$ cat config.mk
export PLATFORM = sky130hd
export DESIGN_NAME = seq_detector_prog
export DESIGN_NICKNAME = d
export VERILOG_FILES = /design/src/rtl/seq_detector_prog.sv
export SDC_FILE = /design/constraint.sdc
export NUM_CORES = 1
export LEC_CHECK = 0
export CELL_PAD_IN_SITES_DETAIL_PLACEMENT = 1
export CELL_PAD_IN_SITES_GLOBAL_PLACEMENT = 1
export CORE_UTILIZATION = 37
export CTS_BUF_LIST = sky130_fd_sc_hd__clkbuf_8
export DETAILED_ROUTE_END_ITERATION = 16
export PLACE_DENSITY = 0.79
export SKIP_LAST_GASP = 1
export SLEW_MARGIN = 20
export SYNTH_ARGS = -nofsm -noshare
export SYNTH_HDL_FRONTEND = slang
export SYNTH_SLANG_ARGS = --single-unit
$ cat constraint.sdc
create_clock -name clk -period 2.35 [get_ports clk]
set_input_delay 0.235 -clock clk [delete_from_list [all_inputs] [get_ports clk]]
set_output_delay 0.235 -clock clk [all_outputs]
set_load 0.01 [all_outputs]
$ cat src/rtl/seq_detector_prog.sv
// seq_detector_prog: programmable serial sequence detector.
// Matches a runtime-loaded pattern of 1..MAX_LEN bits against the qualified
// serial input and supports overlapping or non-overlapping detection.
// The match output is a registered one-cycle pulse.
// Optional feature macro SEQDET_COUNT_EN adds a saturating match counter.
// When the macro is undefined, match_cnt is tied to 0 and cnt_clr is ignored.
module seq_detector_prog #(
    parameter int                 MAX_LEN     = 8,
    parameter int                 CNT_W       = 8,
    parameter logic [MAX_LEN-1:0] DEFAULT_PAT = 8'b0001_1010,
    parameter int                 DEFAULT_LEN = 7,
    parameter int                 LEN_W       = $clog2(MAX_LEN + 1)
) (
    input  logic               clk,
    input  logic               rst,
    input  logic               x,
    input  logic               valid,
    input  logic               cfg_we,
    input  logic [MAX_LEN-1:0] cfg_pat,
    input  logic [LEN_W-1:0]   cfg_len,
    input  logic               cfg_overlap,
    input  logic               cnt_clr,
    output logic               match,
    output logic [CNT_W-1:0]   match_cnt,
    output logic [MAX_LEN-1:0] hist
);

    localparam logic [LEN_W-1:0] MAX_LEN_L = LEN_W'(MAX_LEN);
    localparam logic [LEN_W-1:0] DEF_LEN_L = LEN_W'(DEFAULT_LEN);

    logic [MAX_LEN-1:0] hist_q, hist_d;
    logic [MAX_LEN-1:0] pat_q, pat_d;
    logic [LEN_W-1:0]   len_q, len_d;
    logic [LEN_W-1:0]   fill_q, fill_d;
    logic               overlap_q, overlap_d;
    logic               match_q, match_d;

    logic [MAX_LEN-1:0] new_hist;
    logic [MAX_LEN-1:0] len_mask;
    logic [LEN_W:0]     fill_inc;
    logic [LEN_W-1:0]   fill_sat;
    logic               hit;

    // Candidate history, active-length mask, fill arithmetic and hit detection
    always_comb begin
        new_hist = {hist_q[MAX_LEN-2:0], x};
        len_mask = '0;
        for (int i = 0; i < MAX_LEN; i++) begin
            len_mask[i] = (32'(i) < 32'(len_q));
        end
        fill_inc = {1'b0, fill_q} + (LEN_W + 1)'(1);
        fill_sat = (fill_q == MAX_LEN_L) ? fill_q : fill_inc[LEN_W-1:0];
        // A hit requires a nonzero length and at least len fresh samples,
        // so that zero-initialised history never produces a match.
        hit = valid && !cfg_we && (len_q != '0)
              && (fill_inc >= {1'b0, len_q})
              && (((new_hist ^ pat_q) & len_mask) == '0);
    end

    // Next-state logic: configuration load takes precedence over sampling
    always_comb begin
        hist_d    = hist_q;
        pat_d     = pat_q;
        len_d     = len_q;
        fill_d    = fill_q;
        overlap_d = overlap_q;
        match_d   = 1'b0;
        if (cfg_we) begin
            pat_d     = cfg_pat;
            len_d     = (cfg_len > MAX_LEN_L) ? MAX_LEN_L : cfg_len;
            overlap_d = cfg_overlap;
            hist_d    = '0;
            fill_d    = '0;
        end else if (valid) begin
            hist_d  = new_hist;
            match_d = hit;
            // Non-overlapping mode consumes the matched bits by restarting the fill count.
            fill_d  = (hit && !overlap_q) ? '0 : fill_sat;
        end
    end

    // State registers with synchronous reset to the default pattern
    always_ff @(posedge clk) begin
        if (rst) begin
            hist_q    <= '0;
            pat_q     <= DEFAULT_PAT;
            len_q     <= DEF_LEN_L;
            fill_q    <= '0;
            overlap_q <= 1'b1;
            match_q   <= 1'b0;
        end else begin
            hist_q    <= hist_d;
            pat_q     <= pat_d;
            len_q     <= len_d;
            fill_q    <= fill_d;
            overlap_q <= overlap_d;
            match_q   <= match_d;
        end
    end

    assign match = match_q;
    assign hist  = hist_q;

`ifdef SEQDET_COUNT_EN
    logic [CNT_W-1:0] cnt_q, cnt_d;

    // Saturating match counter; a clear coinciding with a hit counts that hit
    always_comb begin
        cnt_d = cnt_q;
        if (cnt_clr) begin
            cnt_d = hit ? CNT_W'(1) : '0;
        end else if (hit && (cnt_q != '1)) begin
            cnt_d = cnt_q + CNT_W'(1);
        end
    end

    // Counter register, untouched by configuration loads
    always_ff @(posedge clk) begin
        if (rst) begin
            cnt_q <= '0;
        end else begin
            cnt_q <= cnt_d;
        end
    end

    assign match_cnt = cnt_q;
`else
    logic unused_cnt_clr;
    assign unused_cnt_clr = cnt_clr;
    assign match_cnt      = '0;
`endif

endmodule

# After elaboration in Yosys (flattened, before gate mapping)

Cells that the tools add are included.
Widths: inputs -> output; s select.

Bits in registers: 26
Latch bits: 0
Memory bits (writable): 0
Bits in read-only memories: 0
Output and inout port bits: 17
Memories: 0

Add/sub/neg operators: 1
Multipliers: 0
Div/mod/pow operators: 0
Order comparisons: 10
Eq/ne operators: 2
Shift-type cells: 0
Muxes and demuxes: 3
Bitwise gates (word level): 3
Reductions and logical operators: 12

Operators with widths:

| cell                | count |
|---|---|
| $lt 3x4->1 const A  | 4 |
| $mux 4              | 3 |
| $and 8x8->8         | 1 |
| $logic_not 8->1     | 1 |
| $lt 1x4->1 const A  | 2 |
| $lt 2x4->1 const A  | 2 |
| $xor 8x8->8         | 1 |
| $add 4x1->5 const B | 1 |
| $ge 5x4->1          | 1 |
| $logic_and 1x1->1   | 5 |
| $eq 4x4->1 const B  | 1 |
| $gt 4x4->1 const B  | 1 |
| $reduce_bool 4->1   | 1 |
| $reduce_or 3->1     | 1 |
| $logic_not 1->1     | 2 |
| $ne 2x1->1 const B  | 1 |
| $reduce_and 2->1    | 1 |
| $reduce_or 2->1     | 1 |
| $not 1->1           | 1 |

# Depth between registers and ports, before layout

Depth in word-level cells: 8
Depth in mapped cells: 8

# Worst setup path before layout

OpenSTA, ideal clock, no wires.

Path kind: register -> register
Start: reg fill_q[0]
End: reg fill_q[1]
Setup time: 0.112 ns
Data arrival time: 1.812 ns
Slack: 0.426 ns
Stages on the path, launching flop included: 9
Path buffers: 0
Clock period less this slack: 1.924 ns
Path through: dfxtp_1 inv_1 ha_1 ha_1 a21o_1 a21o_1 a21oi_2 nor4_4 a2111oi_1

Cells in the longest elaborated chain, start to end: 7
Elaborated cells on any way between the ends: 10
Those cells by class: add/sub (1); order compare (1); eq/ne (2); mux (2); reduce/logical (4)

Ends and longest elaborated chain:

| element                    | line | source |
|---|---|---|
| start: declaration         | 34   | `logic [LEN_W-1:0] fill_q, fill_d;` |
| start signal: assignment   | 95   | `fill_q <= fill_d;` |
| $add 4x1->5                | 51   | `fill_inc = {1'b0, fill_q} + (LEN_W + 1)'(1);` |
| $ge 5x4->1                 | 56   | `&& (fill_inc >= {1'b0, len_q})` |
| $logic_and 1x1->1          | 56   |  |
| $logic_and 1x1->1          | 57   | `&& (((new_hist ^ pat_q) & len_mask) == '0);` |
| $logic_and 1x1->1          | 78   | `fill_d = (hit && !overlap_q) ? '0 : fill_sat;` |
| $ne 2x1->1 (no line)       | --   |  |
| $reduce_and 2->1 (no line) | --   |  |

Parallel ways exist; a longest one is shown, timed or not. The select of a mux whose other input is x is not followed.
A chain may end at the register's enable or synchronous reset.

# Final worst setup path

Start: reg fill_q[0]
End: reg fill_q[2]

Same word-level chain as after synthesis.

==> impl_metrics.toml <==
[run_status]
status = "finished, final reports clean"

[power]
ir_worst_vdd_mv = 0.3011
p_leak_nw = 0.7016
powerDensity_nw_per_um2 = 542.1

[flow_run]
maxCapViolations = 0

[critical_path]
rr_endpoint = "fill_q[2]$_SDFFE_PP0P_"
path_max_fanout = 5
end_kind = "flip-flop"
cp-startpoint = "fill_q[0]$_SDFFE_PP0P_"
cp-start-kind = "flip-flop"
r2r_setup_slack_ns = 0.25
worstPathCellList = "inv_1, ha_1, ha_1, a21o_1, a21o_1, a21oi_2, nor4_4, nor4_1"
r2r-start = "fill_q[0]$_SDFFE_PP0P_"
slowest_stage = "dfxtp_1"
critPathCapture = "fill_q[2]$_SDFFE_PP0P_"
critical_path_class = "reg -> reg"
r2r_cells = 8
cp_data_arrival_time_ns = 2.28
max_stage_delay_ns = 0.41
cp_data_required_time_ns = 2.53

[synthesis]
ys_warn_count = 0
seq_area_frac_synth_pct = 38.73
synth_cells = 146
ys.flop_type = "dfxtp_1"
synth_seq_cells = 26
synthArstFlopShare_pct = 0
synth_edf_count = 0
yosysUniqueCellTypes = 35
syn_avg_cell_area_um2 = 9.204
syn_area_um2 = 1344

[timing]
finalWorstSetupSlack_ns = 0.2524
hold_viol_final = 0
finalClockSkew_ns = 0.006627
drv_slew = 0
rsz0062_at_grt = "no"
fin_crit_sh_pct = 89.26
tns_ns = 0
max_freq_mhz = 476.7
whs_ns = 0.5002
post-route-min-period_ns = 2.098
setup_viol = 0

[clock_network]
clk_pin_slew_ns = 0.09
cts_tree = "done"
postCtsResizedCells = 0
cts_hold_buffers = 0
clockRootBuffer = "clkbuf_8"
cts_sinks = 26
cts_buffers = 3
cts_setup_buffers = 0
clockBufferDepth = 2
clkLatencyLatePin_ns = 0.27
htreeDepth = 1

[grt]
grt_overflow_total = 0
grtUsageTotal_pct = 17.57
grt_pass1_vias = 1182
grt_antenna_before_repair = 0
grt_max_degree = 18
grt_pass1_wl_um = 5437

[floorplanning]
dieArea_um2 = 3877
fp.dieW_um = 62.27
io-pin-count = 36
core_area_um2 = 3416
dieHeight_um = 62.27
start_util_pct = 39.34
row_count = 21

[layout]
drive_above_1_share_pct = 7.059
syn_to_final_growth_pct = 24.30
final-instance-count-excl-fill = 216
final_cell_mix = "dfxtp_1 (26), clkdlybuf4s50_1 (26), nor2_1 (17)"
antenna_cells = 0
fin_nets = 196

[place]
dp_slack_ns = 0.2585
dp.cells = 212
finalWeightedCongestion = 0.7418
port_buffers = 26
dp_hpwl_um = 2342

[worst_hold_path]
min_from = "hist[7]$_SDFFE_PP0P_"
hold_path.class = "reg -> reg"

[routing]
via_count = 1089
drt-wirelength-per-cell_um = 14.35
postRouteAntennaNets = 0
drtIter0Drc = 31
drt-pass1-iter-count = 4
wl_um = 3100
vias_per_cell = 5.042
drc_errors = 0
[cell usage after synthesis (5+ instances only)]
library cell	number	area, um2
xor2_1	5	43.79
dfxtp_1	26	520.5
inv_1	6	22.52
o21ai_0	7	35.03
nor2_1	17	63.81
xnor2_1	7	61.31
mux2i_1	14	140.1
nand2_1	6	22.52
ha_1	6	75.07
buf_4	8	60.06
[stage by stage]
stage | util, % | power (W) | area, um2
after global placement | 47.29 | 0.0006126 | 1615
after global routing | 48.90 | 0.0009436 | 1670
after CTS | 48.90 | 0.0009070 | 1670
final | 48.90 | 0.0009056 | 1670
after detailed placement | 47.29 | 0.0006215 | 1615
after floorplan | - | 0.0005766 | 1370
[state kept, by name, summed over array words and instances (netlist names)]
register	cells
match	1
len_q	4
hist	8
overlap_q	1
pat_q	8
fill_q	4
[cell families after synthesis]
group                      after synthesis  share of synthesized area (%)
xor gates and xnor gates                12                          7.821
and+or+nand+nor                         40                          15.27
other                                    1                         0.2791
muxes                                   14                          10.43
AOI/OAI and AO/OA                       25                          13.13
adders and majority gates                6                          5.586
DFF                                     26                          38.73
buffers and inverters                   22                          8.752
[cell type report]
cell class	count	area, um2
repair buffers	29	282.8
multi-input cells	105	732.0
inverters	6	22.52
flip-flops and latches	26	520.5
clock buffers	4	55.05
fillers	405	1745
well taps	46	57.56
[layer usage]
metal	vias to the layer above	part of all wire (%)	track usage (%)	routed length (um)
met3	6	3.0	3.493	92
met5	-	0	0	0
met4	0	1.7	7.558	53
met1	524	44	19.80	1353
li1	534	-	-	-
met2	25	52	31.87	1602
[critical path, delay by kind of cell (launching register included)]
kind | cells | cell delay [ns]
AND/OR/NAND/NOR | 2 | 0.36
adder cells (fa/ha/maj) | 2 | 0.60
flip-flops | 1 | 0.41
AO/OA/AOI/OAI | 3 | 0.54
buffers and inverters | 1 | 0.10
[how the worst min path moves through the flow]
stage	end	depth (start not counted)
finish	hist[7]$_SDFFE_PP0P_	2
global route	len_q[0]$_SDFFE_PP1P_	3
detailed placement	hist[7]$_SDFFE_PP0P_	2
CTS	hist[7]$_SDFFE_PP0P_	2
floorplan	overlap_q$_SDFFE_PP1P_	1
global placement	hist[7]$_SDFFE_PP0P_	2
[power by group]
part | switching, W | internal, W | total, W
Combinational | 0.0000623 | 0.0000698 | 0.000132
Clock | 0.000144 | 0.000150 | 0.000294
Sequential | 0.0000218 | 0.000458 | 0.000479
Total | 0.000228 | 0.000678 | 0.000906
Power figures use the tool's default switching activity.
